### config.mk
export PLATFORM = sky130hd
export DESIGN_NAME = mem_wb_stage_flat
export DESIGN_NICKNAME = d
export VERILOG_FILES = /design/src/rtl/mips_pkg.sv /design/src/rtl/mem_wb_stage_if.sv /design/src/rtl/mem_access_ctrl.sv /design/src/rtl/mem_wb_stage.sv /design/src/flat_wrapper.sv
export SDC_FILE = /design/constraint.sdc
export NUM_CORES = 1
export LEC_CHECK = 0
export ABC_CLOCK_PERIOD_IN_PS = 1870
export CAP_MARGIN = 20
export CORE_AREA = 3 3 113 115
export DETAILED_ROUTE_END_ITERATION = 10
export DIE_AREA = 0 0 116 118
export PLACE_DENSITY_LB_ADDON = 0.2
export SLEW_MARGIN = 25
export SYNTH_ARGS = -nofsm -noshare
export SYNTH_HDL_FRONTEND = slang
export SYNTH_SLANG_ARGS = --single-unit
export TNS_END_PERCENT = 20
### constraint.sdc
create_clock -name clk -period 1.87 [get_ports clk]
set_input_delay 0.187 -clock clk [delete_from_list [all_inputs] [get_ports clk]]
set_output_delay 0.187 -clock clk [all_outputs]
set_load 0.01 [all_outputs]
### src/rtl/mips_pkg.sv
// rtl/mips_pkg.sv - shared types and constants for the MIPS MEM/WB stage
package mips_pkg;

    typedef enum logic [1:0] {
        S_RUN  = 2'd0,
        S_WAIT = 2'd1,
        S_ERR  = 2'd2
    } mem_state_e;

    localparam logic [4:0] REG_ZERO = 5'd0;
    localparam logic [4:0] RA       = 5'd31;

    typedef struct packed {
        logic ifWriteRegsFile;
        logic ifWriteMem;
        logic memOutOrAluOut;
    } pipe_ctrl_t;

    // True when an instruction with these control bits really changes a register
    function automatic logic writes_reg(input pipe_ctrl_t ctrl, input logic [4:0] rd);
        return ctrl.ifWriteRegsFile && (rd != REG_ZERO);
    endfunction

endpackage

### src/rtl/mem_wb_stage_if.sv
// rtl/mem_wb_stage_if.sv - data-memory bus with ready handshake
interface mem_wb_stage_if;
    logic [31:0] mem_addr;
    logic [31:0] mem_wdata;
    logic        mem_req;
    logic        mem_we;
    logic [31:0] mem_rdata;
    logic        MIO_ready;

    modport master (
        output mem_addr, mem_wdata, mem_req, mem_we,
        input  mem_rdata, MIO_ready
    );

    modport slave (
        input  mem_addr, mem_wdata, mem_req, mem_we,
        output mem_rdata, MIO_ready
    );
endinterface

### src/rtl/mem_access_ctrl.sv
// rtl/mem_access_ctrl.sv - memory access FSM, wait counter, stall/request (MEM_TIMEOUT_EN adds timeout)
module mem_access_ctrl
    import mips_pkg::*;
#(
    parameter int TIMEOUT_CYCLES = 16,
    parameter int CNT_W          = 5
) (
    input  logic clk,
    input  logic rst,
    input  logic m_valid,
    input  logic memop,
    input  logic MIO_ready,
    output logic mem_req,
    output logic memStall,
    output logic bus_error
);

    if (TIMEOUT_CYCLES < 1 || TIMEOUT_CYCLES >= (1 << CNT_W)) begin : g_bad_params
        $error("mem_access_ctrl: CNT_W cannot hold TIMEOUT_CYCLES");
    end

    mem_state_e state_q;

`ifdef MEM_TIMEOUT_EN
    localparam logic [CNT_W-1:0] CNT_LAST = CNT_W'(TIMEOUT_CYCLES - 1);
    logic [CNT_W-1:0] cnt_q;
    logic             err_q;
`endif

    // Track outstanding access; with the timeout build, give up into a sticky error state
    always_ff @(posedge clk) begin
        if (!rst) begin
            state_q <= S_RUN;
`ifdef MEM_TIMEOUT_EN
            cnt_q   <= '0;
            err_q   <= 1'b0;
`endif
        end else begin
            case (state_q)
                S_RUN: begin
                    if (memop && !MIO_ready) begin
                        state_q <= S_WAIT;
`ifdef MEM_TIMEOUT_EN
                        cnt_q   <= '0;
`endif
                    end
                end
                S_WAIT: begin
                    if (MIO_ready) begin
                        state_q <= S_RUN;
                    end
`ifdef MEM_TIMEOUT_EN
                    else if (cnt_q == CNT_LAST) begin
                        state_q <= S_ERR;
                        err_q   <= 1'b1;
                    end else begin
                        cnt_q   <= cnt_q + 1'b1;
                    end
`endif
                end
                S_ERR:   state_q <= S_ERR;
                default: state_q <= S_RUN;
            endcase
        end
    end

    // A dead bus keeps the instruction in MEM forever and stops requesting
    assign memStall = (memop & ~MIO_ready) | (m_valid & (state_q == S_ERR));
    assign mem_req  = memop & (state_q != S_ERR);

`ifdef MEM_TIMEOUT_EN
    assign bus_error = err_q;
`else
    assign bus_error = 1'b0;
`endif

endmodule

### src/rtl/mem_wb_stage.sv
// rtl/mem_wb_stage.sv - MIPS MEM and WB stages with EX/MEM and MEM/WB registers (optional MEM_TIMEOUT_EN)
module mem_wb_stage
    import mips_pkg::*;
#(
    parameter int TIMEOUT_CYCLES = 16,
    parameter int CNT_W          = 5
) (
    input  logic                  clk,
    input  logic                  rst,
    input  logic                  ex_valid,
    input  logic [31:0]           ex_aluOut,
    input  logic [31:0]           ex_storeData,
    input  logic [4:0]            ex_registerWriteAddress,
    input  logic                  ex_ifWriteRegsFile,
    input  logic                  ex_ifWriteMem,
    input  logic                  ex_memOutOrAluOut,
    mem_wb_stage_if.master        dbus,
    output logic                  memStall,
    output logic                  mem_shouldWriteRegister,
    output logic [4:0]            mem_registerWriteAddress,
    output logic                  wb_RegWrite,
    output logic [4:0]            wb_writeRegAddr,
    output logic [31:0]           wb_writeRegData,
    output logic                  bus_error
);

    pipe_ctrl_t  ex_ctrl;
    assign ex_ctrl = '{ifWriteRegsFile: ex_ifWriteRegsFile,
                       ifWriteMem:      ex_ifWriteMem,
                       memOutOrAluOut:  ex_memOutOrAluOut};

    logic        m_valid_q, m_valid_d;
    logic [31:0] m_alu_q,   m_alu_d;
    logic [31:0] m_sd_q,    m_sd_d;
    logic [4:0]  m_rd_q,    m_rd_d;
    pipe_ctrl_t  m_ctrl_q,  m_ctrl_d;

    logic        w_valid_q, w_valid_d;
    logic        w_we_q,    w_we_d;
    logic [4:0]  w_addr_q,  w_addr_d;
    logic [31:0] w_data_q,  w_data_d;

    logic        m_load, m_store, memop, retire, mem_req_w;

    assign m_load  = m_ctrl_q.memOutOrAluOut;
    assign m_store = m_ctrl_q.ifWriteMem;
    assign memop   = m_valid_q & (m_load | m_store);
    assign retire  = m_valid_q & ~memStall;

    mem_access_ctrl #(
        .TIMEOUT_CYCLES (TIMEOUT_CYCLES),
        .CNT_W          (CNT_W)
    ) u_ctrl (
        .clk       (clk),
        .rst       (rst),
        .m_valid   (m_valid_q),
        .memop     (memop),
        .MIO_ready (dbus.MIO_ready),
        .mem_req   (mem_req_w),
        .memStall  (memStall),
        .bus_error (bus_error)
    );

    // EX/MEM advances only when MEM is not stalled; MEM/WB takes a bubble while stalled
    always_comb begin
        m_valid_d = m_valid_q;
        m_alu_d   = m_alu_q;
        m_sd_d    = m_sd_q;
        m_rd_d    = m_rd_q;
        m_ctrl_d  = m_ctrl_q;
        if (!memStall) begin
            m_valid_d = ex_valid;
            m_alu_d   = ex_aluOut;
            m_sd_d    = ex_storeData;
            m_rd_d    = ex_registerWriteAddress;
            m_ctrl_d  = ex_ctrl;
        end

        w_valid_d = m_valid_q & ~memStall;
        w_we_d    = w_we_q;
        w_addr_d  = w_addr_q;
        w_data_d  = w_data_q;
        if (retire) begin
            w_we_d   = m_ctrl_q.ifWriteRegsFile;
            w_addr_d = m_rd_q;
            w_data_d = m_load ? dbus.mem_rdata : m_alu_q;
        end
    end

    // Pipeline registers; reset empties both stages
    always_ff @(posedge clk) begin
        if (!rst) begin
            m_valid_q <= 1'b0;
            m_alu_q   <= '0;
            m_sd_q    <= '0;
            m_rd_q    <= '0;
            m_ctrl_q  <= '0;
            w_valid_q <= 1'b0;
            w_we_q    <= 1'b0;
            w_addr_q  <= '0;
            w_data_q  <= '0;
        end else begin
            m_valid_q <= m_valid_d;
            m_alu_q   <= m_alu_d;
            m_sd_q    <= m_sd_d;
            m_rd_q    <= m_rd_d;
            m_ctrl_q  <= m_ctrl_d;
            w_valid_q <= w_valid_d;
            w_we_q    <= w_we_d;
            w_addr_q  <= w_addr_d;
            w_data_q  <= w_data_d;
        end
    end

    assign dbus.mem_req   = mem_req_w;
    assign dbus.mem_we    = m_valid_q & m_store;
    assign dbus.mem_addr  = memop ? m_alu_q : 32'd0;
    assign dbus.mem_wdata = memop ? m_sd_q  : 32'd0;

    assign mem_shouldWriteRegister  = m_valid_q & writes_reg(m_ctrl_q, m_rd_q);
    assign mem_registerWriteAddress = m_valid_q ? m_rd_q : REG_ZERO;

    assign wb_RegWrite     = w_valid_q & w_we_q & (w_addr_q != REG_ZERO);
    assign wb_writeRegAddr = w_valid_q ? w_addr_q : REG_ZERO;
    assign wb_writeRegData = w_valid_q ? w_data_q : 32'd0;

endmodule

### src/flat_wrapper.sv
// flat-port wrapper written by rule: the top's interface ports become plain ports
module mem_wb_stage_flat import mips_pkg::*;
#(
    parameter int TIMEOUT_CYCLES = 16,
    parameter int CNT_W          = 5
)
  (clk, rst, ex_valid, ex_aluOut, ex_storeData, ex_registerWriteAddress, ex_ifWriteRegsFile, ex_ifWriteMem, ex_memOutOrAluOut, memStall, mem_shouldWriteRegister, mem_registerWriteAddress, wb_RegWrite, wb_writeRegAddr, wb_writeRegData, bus_error, dbus_mem_addr, dbus_mem_wdata, dbus_mem_req, dbus_mem_we, dbus_mem_rdata, dbus_MIO_ready);
  mem_wb_stage_if dbus_i ();
  input  logic clk;
  input  logic rst;
  input  logic ex_valid;
  input  logic [31:0] ex_aluOut;
  input  logic [31:0] ex_storeData;
  input  logic [4:0] ex_registerWriteAddress;
  input  logic ex_ifWriteRegsFile;
  input  logic ex_ifWriteMem;
  input  logic ex_memOutOrAluOut;
  output logic memStall;
  output logic mem_shouldWriteRegister;
  output logic [4:0] mem_registerWriteAddress;
  output logic wb_RegWrite;
  output logic [4:0] wb_writeRegAddr;
  output logic [31:0] wb_writeRegData;
  output logic bus_error;
  output wire logic [$bits(dbus_i.mem_addr)-1:0] dbus_mem_addr;
  output wire logic [$bits(dbus_i.mem_wdata)-1:0] dbus_mem_wdata;
  output wire logic [$bits(dbus_i.mem_req)-1:0] dbus_mem_req;
  output wire logic [$bits(dbus_i.mem_we)-1:0] dbus_mem_we;
  input wire logic [$bits(dbus_i.mem_rdata)-1:0] dbus_mem_rdata;
  input wire logic [$bits(dbus_i.MIO_ready)-1:0] dbus_MIO_ready;
  assign dbus_mem_addr = dbus_i.mem_addr;
  assign dbus_mem_wdata = dbus_i.mem_wdata;
  assign dbus_mem_req = dbus_i.mem_req;
  assign dbus_mem_we = dbus_i.mem_we;
  assign dbus_i.mem_rdata = dbus_mem_rdata;
  assign dbus_i.MIO_ready = dbus_MIO_ready;
  mem_wb_stage #(.TIMEOUT_CYCLES(TIMEOUT_CYCLES), .CNT_W(CNT_W)) u_core (.clk(clk), .rst(rst), .ex_valid(ex_valid), .ex_aluOut(ex_aluOut), .ex_storeData(ex_storeData), .ex_registerWriteAddress(ex_registerWriteAddress), .ex_ifWriteRegsFile(ex_ifWriteRegsFile), .ex_ifWriteMem(ex_ifWriteMem), .ex_memOutOrAluOut(ex_memOutOrAluOut), .dbus(dbus_i), .memStall(memStall), .mem_shouldWriteRegister(mem_shouldWriteRegister), .mem_registerWriteAddress(mem_registerWriteAddress), .wb_RegWrite(wb_RegWrite), .wb_writeRegAddr(wb_writeRegAddr), .wb_writeRegData(wb_writeRegData), .bus_error(bus_error));
endmodule
# Yosys cells after proc, flatten, opt, wreduce, memory -nomap -nowiden
# Index checks and enable logic that the tools add are counted.
dict set report totals {
  register_bits 114
  elab_cells 46
  output_inout_bits 112
  in_bits 108
}
dict set report classes {
  reduce_logical 7
  n_bitwise 13
  n_mux 9
  n_eq_ne 5
}
# cell count
set op_table {}
lappend op_table {{32-bit 2-to-1 mux} 4}
lappend op_table {{5-bit 2-to-1 mux} 2}
lappend op_table {{5-bit nonzero test} 2}
lappend op_table {{1-bit AND} 9}
lappend op_table {{2-bit inequality test, second input constant} 3}
lappend op_table {{2-bit one-hot mux with 3 select lines} 1}
lappend op_table {{2-bit 2-to-1 mux} 2}
lappend op_table {{2-bit by 1-bit == test with 1-bit output, second input constant} 1}
lappend op_table {{2-bit == test, second input constant} 1}
lappend op_table {{1-bit logical AND} 2}
lappend op_table {{2-bit zero test} 1}
lappend op_table {{1-bit NOT} 2}
lappend op_table {{1-bit OR} 2}
lappend op_table {{2-bit AND reduction} 1}
lappend op_table {{1-bit zero test} 1}

# Longest topological paths before layout
dict set report logic_depth {
  ltp_word 6
  ltp_mapped 6
  depth_no_buf 3
}

# Modules after synthesis
# A second synthesis with hierarchy kept.
dict set report hier_totals {
  hier_cells 542
  hier_area_um2 5277.6
}
# mod instances cells_per_inst seq_area_each_um2 area_per_inst_um2
set modules_own_cells {}
lappend modules_own_cells {mem_wb_stage 1 531 2242.2 5173.7}
lappend modules_own_cells {mem_access_ctrl 1 11 40.0 103.8}

# Least setup slack after synthesis
# No wires, ideal clock.
dict set report synth_path {
  path_kind {reg-to-output}
  startpoint {register u_core.m_valid_q}
  endpoint {output dbus_mem_addr[0]}
  n_path_buf 3
  arrival_ns 1.125
  path_stages_with_launch 6
  slack_ns 0.558
  required_time_ns 1.683
  cell_sequence {dfxtp_1 -> buf_2 -> o21a_1 -> buf_2 -> clkbuf_1 -> and2_1}
}
dict set report synth_between {
  elab_chain_len 2
}
# element line
set synth_rtl {}
lappend synth_rtl {{start, declared} mem_wb_stage.sv:32} ;# logic m_valid_q, m_valid_d;
lappend synth_rtl {{start signal, assigned} mem_wb_stage.sv:103} ;# m_valid_q <= m_valid_d;
lappend synth_rtl {{1-bit AND} mem_wb_stage.sv:47} ;# assign memop = m_valid_q & (m_load | m_store);
lappend synth_rtl {{32-bit 2-to-1 mux} mem_wb_stage.sv:117} ;# assign dbus.mem_addr = memop ? m_alu_q : 32'd0;
lappend synth_rtl {{end, declared} flat_wrapper.sv:25} ;# output wire logic [$bits(dbus_i.mem_addr)-1:0] dbus_mem_addr;
# No other way between the ends.

# Worst setup path after layout
dict set report layout_path {
  startpoint {register u_core.w_valid_q}
  endpoint {output wb_writeRegData[21]}
}
dict set report layout_between {
  elab_chain_len 1
}
# element line
set layout_rtl {}
lappend layout_rtl {{start, declared} mem_wb_stage.sv:38} ;# logic w_valid_q, w_valid_d;
lappend layout_rtl {{start signal, assigned} mem_wb_stage.sv:108} ;# w_valid_q <= w_valid_d;
lappend layout_rtl {{32-bit 2-to-1 mux} mem_wb_stage.sv:125} ;# assign wb_writeRegData = w_valid_q ? w_data_q : 32'd0;
lappend layout_rtl {{end, declared} flat_wrapper.sv:23} ;# output logic [31:0] wb_writeRegData;
# No other way between the ends.

==> results.md <==
Outcome:
- The flow ran to the end, and the final reports show no timing, DRC or antenna violations.

Synth:
- Counting every net in the synthesized netlist gives 755.
- By instance count, the leading cell after synthesis is sky130_fd_sc_hd__nand2_1.
- After synthesis, the share of flip-flops with an asynchronous set or reset is 0%.
- Ranked by total cell area, the synthesized netlist is headed by sky130_fd_sc_hd__dfxtp_1, sky130_fd_sc_hd__mux2i_1, sky130_fd_sc_hd__nand2_1.
- Dividing the synthesized area by the synthesized cell count gives 8.71 um2.
- The synthesized design spends more area on one cell type than any other, namely sky130_fd_sc_hd__dfxtp_1.
- During synthesis, Yosys emitted a total of 0 warnings.
- The cell count after synthesis is 647.
- Counting flops and latches in the post-synthesis netlist gives 114.
- The share of Yosys cell area claimed by the top area cell type is 40.5%.
- The netlist area before placement is 0.00564 mm2.
- Yosys mapped a number of flops with a built-in enable equal to 0.
- Of the synthesized area, sequential elements account for 40.5%.
- For this run, the leading register cell type out of synthesis is sky130_fd_sc_hd__dfxtp_1.
- Sorting the synthesized cells by how often they occur yields sky130_fd_sc_hd__nand2_1, sky130_fd_sc_hd__dfxtp_1, sky130_fd_sc_hd__mux2i_1, sky130_fd_sc_hd__and2_1, sky130_fd_sc_hd__mux2_2.
- Synthesis instantiated 21 different standard cells from the library.

Power and ir drop:
- Sequential cells account for 40.2% of the total power.
- The internal power summed over all cells is 0.00505 W.
- Dividing total power by cell area gives a power density of 775 mW/mm2.
- The static leakage power is 3.97 nW.
- The power after layout is 0.00660 W.
- The switching power is 0.00155 W.
- The net switching fraction of the power is 23.5%.
- Across the VDD grid, the largest voltage drop is 0.000487 V.
- The clock network is responsible for 46.4% of the overall power.
- Per report_power, the combinational group accounts for 13.4% of the total.

Critical path:
- The critical path required time is 1.68 ns.
- The endpoint class of the critical path is an output pin.
- Traced cell by cell, the critical path runs through buf_6, and2_1, clkdlybuf4s50_1.
- The cell count of the worst reg-to-reg path is 6.
- The worst flop-to-flop path startpoint is u_core.m_store.
- The critical path startpoint category is a flop.
- The cell with the largest stage delay on the worst path is sky130_fd_sc_hd__clkdlybuf4s50_1.
- The endpoint identified for the worst register-to-register timing path is u_core.m_sd_q[31].
- The source of the critical timing path is u_core.w_valid_q.
- The critical path in this run is classified as reg2out.
- The maximum cell stage delay along the critical path is 0.56 ns.
- The worst-case register-to-register setup slack is 0.34 ns.
- Data arrives at the worst endpoint at 1.66 ns.
- In this run the worst path has a maximum fanout of 19.

Clock tree:
- Buffers inserted to repair hold after CTS numbered 0.
- The number of clock sinks is 114.
- The number of clock buffers inserted by TritonCTS is 17.
- The clock insertion delay at the later pin of the skew report is 0.41 ns.
- The clock-pin transition on the worst setup and hold timing paths is 0.05 ns.
- TritonCTS built the clock tree.
- The number of buffers on the longest clock path is 2.
- CTS built an H-tree with a depth of 4.
- CTS placed an instance of sky130_fd_sc_hd__clkbuf_16 at the clock tree root.

Timing:
- The number of endpoints with negative hold slack in the final report is 0.
- The number of pins with negative max-slew slack in the final report came to 0.
- Adding up every negative setup slack in the final design gives 0 ns.
- Setup repair after global routing could not meet its margin everywhere.
- The worst path uses 98.6% of the clock period.
- The final setup violation count is 0.
- The worst hold slack is 0.220 ns.
- The slack of the critical path is 0.0263 ns.
- The post-route clock skew is 0.0118 ns.
- The clock period minus final worst setup slack is 1.84 ns.
- The highest clock rate is 0.542 GHz.

Route:
- Across all layers, the routed design uses 5,024 vias.
- After detailed routing, the total wire length is 15,800 um.
- For this block, the initial DRC count from the detailed router was 267.
- The count of antenna-violating nets left after detailed routing is 0.
- After detailed routing, the number of remaining DRC violations is 0.
- The vias per cell is 4.96.
- The detailed-router iteration count before antenna repair is 4.
- The wire length per cell is 15.6 um.

Hold path:
- The endpoint of the worst hold-timing path is u_core.w_data_q[17].
- The path class of the tightest hold or removal check is in2reg.
- The worst hold path cell count is 3.
- The startpoint identified for the worst hold timing path is rst.

Die:
- The die covers 0.0137 mm2.
- After floorplanning, the core was sized to cover 0.0119 mm2.
- The die boundary height is 118 um.
- The total number of placement rows is 40.
- The starting utilization of the core area is 47.3%.
- The chip width is 116 um.
- The number of top-level design ports is 220.

Global route:
- Entering global routing, the biggest net connects 65 pins.
- The wire length of the first global-routing pass is 25,100 um.
- The via count of the first global-routing pass was 5,156.
- Summed over all layers, the global routing overflow is 0.
- The initial antenna violation count is 0.
- Global routing consumed, over all layers together, 22.9% of the routing resources.

Place:
- The wire-length estimate of the detail-placed layout is 10,800 um.
- The post-place setup slack is 0.0896 ns.
- Input and output buffers added on the ports amount to 218.
- The congestion estimate from routability-driven global placement came to 0.805.

Final layout:
- The area growth from synthesis to layout is 51.1%.
- The post-route netlist has 12.8% of its cells at a drive strength greater than 1.
- The number of nets in the finished design is 962.
- The count of antenna diodes in the layout is 0.

Job:
- The max-capacitance violation count is 0.
==> through the flow <==
step / std cells / util, % / cell area, um2
detailed placement: 978 / 67.0 / 7990
global placement: 978 / 67.0 / 7990
floorplan: 647 / - / 5640
finish: 1013 / 71.5 / 8520
global route: 1013 / 71.5 / 8520
CTS: 1012 / 71.8 / 8550
==> layout by cell type, fill, tap and decap left out, types with 2 or more instances in the layout <==
cell	instances
sky130_fd_sc_hd__and2_1	108
sky130_fd_sc_hd__mux2_2	32
sky130_fd_sc_hd__buf_4	7
sky130_fd_sc_hd__dlygate4sd2_1	46
sky130_fd_sc_hd__o311a_1	2
sky130_fd_sc_hd__nand2_1	214
sky130_fd_sc_hd__nor2_1	3
sky130_fd_sc_hd__dlymetal6s2s_1	12
sky130_fd_sc_hd__buf_6	4
sky130_fd_sc_hd__buf_16	2
sky130_fd_sc_hd__buf_2	17
sky130_fd_sc_hd__clkinv_2	6
sky130_fd_sc_hd__buf_12	10
sky130_fd_sc_hd__clkbuf_16	17
sky130_fd_sc_hd__clkbuf_1	2
sky130_fd_sc_hd__clkbuf_2	2
sky130_fd_sc_hd__clkinvlp_4	2
sky130_fd_sc_hd__or3_1	2
sky130_fd_sc_hd__bufinv_16	2
sky130_fd_sc_hd__clkdlybuf4s50_1	137
sky130_fd_sc_hd__clkdlybuf4s15_1	2
sky130_fd_sc_hd__mux2i_1	110
sky130_fd_sc_hd__dfxtp_1	112
==> metal layers <==
| layer | vias to the layer above | routed length (um) | GRT usage, % |
|---|---|---|---|
| met5 | - | 0 | 0 |
| met4 | 0 | 371 | 7.90 |
| met3 | 27 | 1300 | 9.31 |
| met2 | 186 | 7520 | 37.9 |
| met1 | 2321 | 6600 | 26.6 |
| li1 | 2490 | - | - |
==> area by class of cell <==
cell class | instances | area (um2)
Clock inverter | 11 | 114
Tap cell | 147 | 184
Fill cell | 942 | 3390
Multi-Input combinational cell | 479 | 3070
Inverter | 1 | 3.75
Timing Repair Buffer | 241 | 2410
Clock buffer | 20 | 447
Sequential cell | 114 | 2290
==> kinds of logic (layout without fill, tap and decap cells) <==
logic type,after synthesis,in the layout,synth area share (%)
AO/OA/AOI/OAI,6,6,1.15
other,1,1,0.0665
multiplexers,142,142,25.9
buffers and inverters,54,273,5.28
flip-flops,114,114,40.5
AND/OR/NAND/NOR,330,330,27.1
==> how the worst max path moves through the flow <==
stage,end
CTS,memStall
floorplan,dbus_mem_addr[0]
finish,wb_writeRegData[21]
detailed placement,u_core.m_sd_q[23]
global placement,memStall
global route,wb_writeRegData[26]
==> worst max-delay path, delay by kind of cell, from the launching register on <==
| family | cells | cell delay (ns) |
|---|---|---|
| flops | 1 | 0.36 |
| buf+inv | 2 | 0.74 |
| simple gates | 1 | 0.15 |
==> power by group through the flow <==
| stage | clock (W) | sequential (W) | combinational, W |
|---|---|---|---|
| 2_1_floorplan | 0 | 0.00267 | 0.000471 |
| 3_3_place_gp | 0 | 0.00269 | 0.000861 |
| 3_5_place_dp | 0 | 0.00269 | 0.000880 |
| 4_1_cts | 0.00312 | 0.00265 | 0.000890 |
| 5_1_grt | 0.00324 | 0.00266 | 0.000962 |
| 6_report | 0.00306 | 0.00265 | 0.000885 |
==> flip-flops by register name (all words and copies together), names as in the netlist, 2 cells and up <==
signal and flops:
u_core.m_sd_q 32, u_core.m_alu_q 32, u_core.u_ctrl.state_q 2, u_core.w_data_q 32, u_core.m_rd_q 5, u_core.w_addr_q 5
==> timing repair <==
item | 4_1_cts | 5_1_grt
resized for setup | 116 | 32
cloned | 2 | 1
pin swaps | 1 | 1
endpoints found under the setup margin | 86 | 77
setup buffers | 1 | 0
No activity file was read; power rests on OpenSTA's default activity.
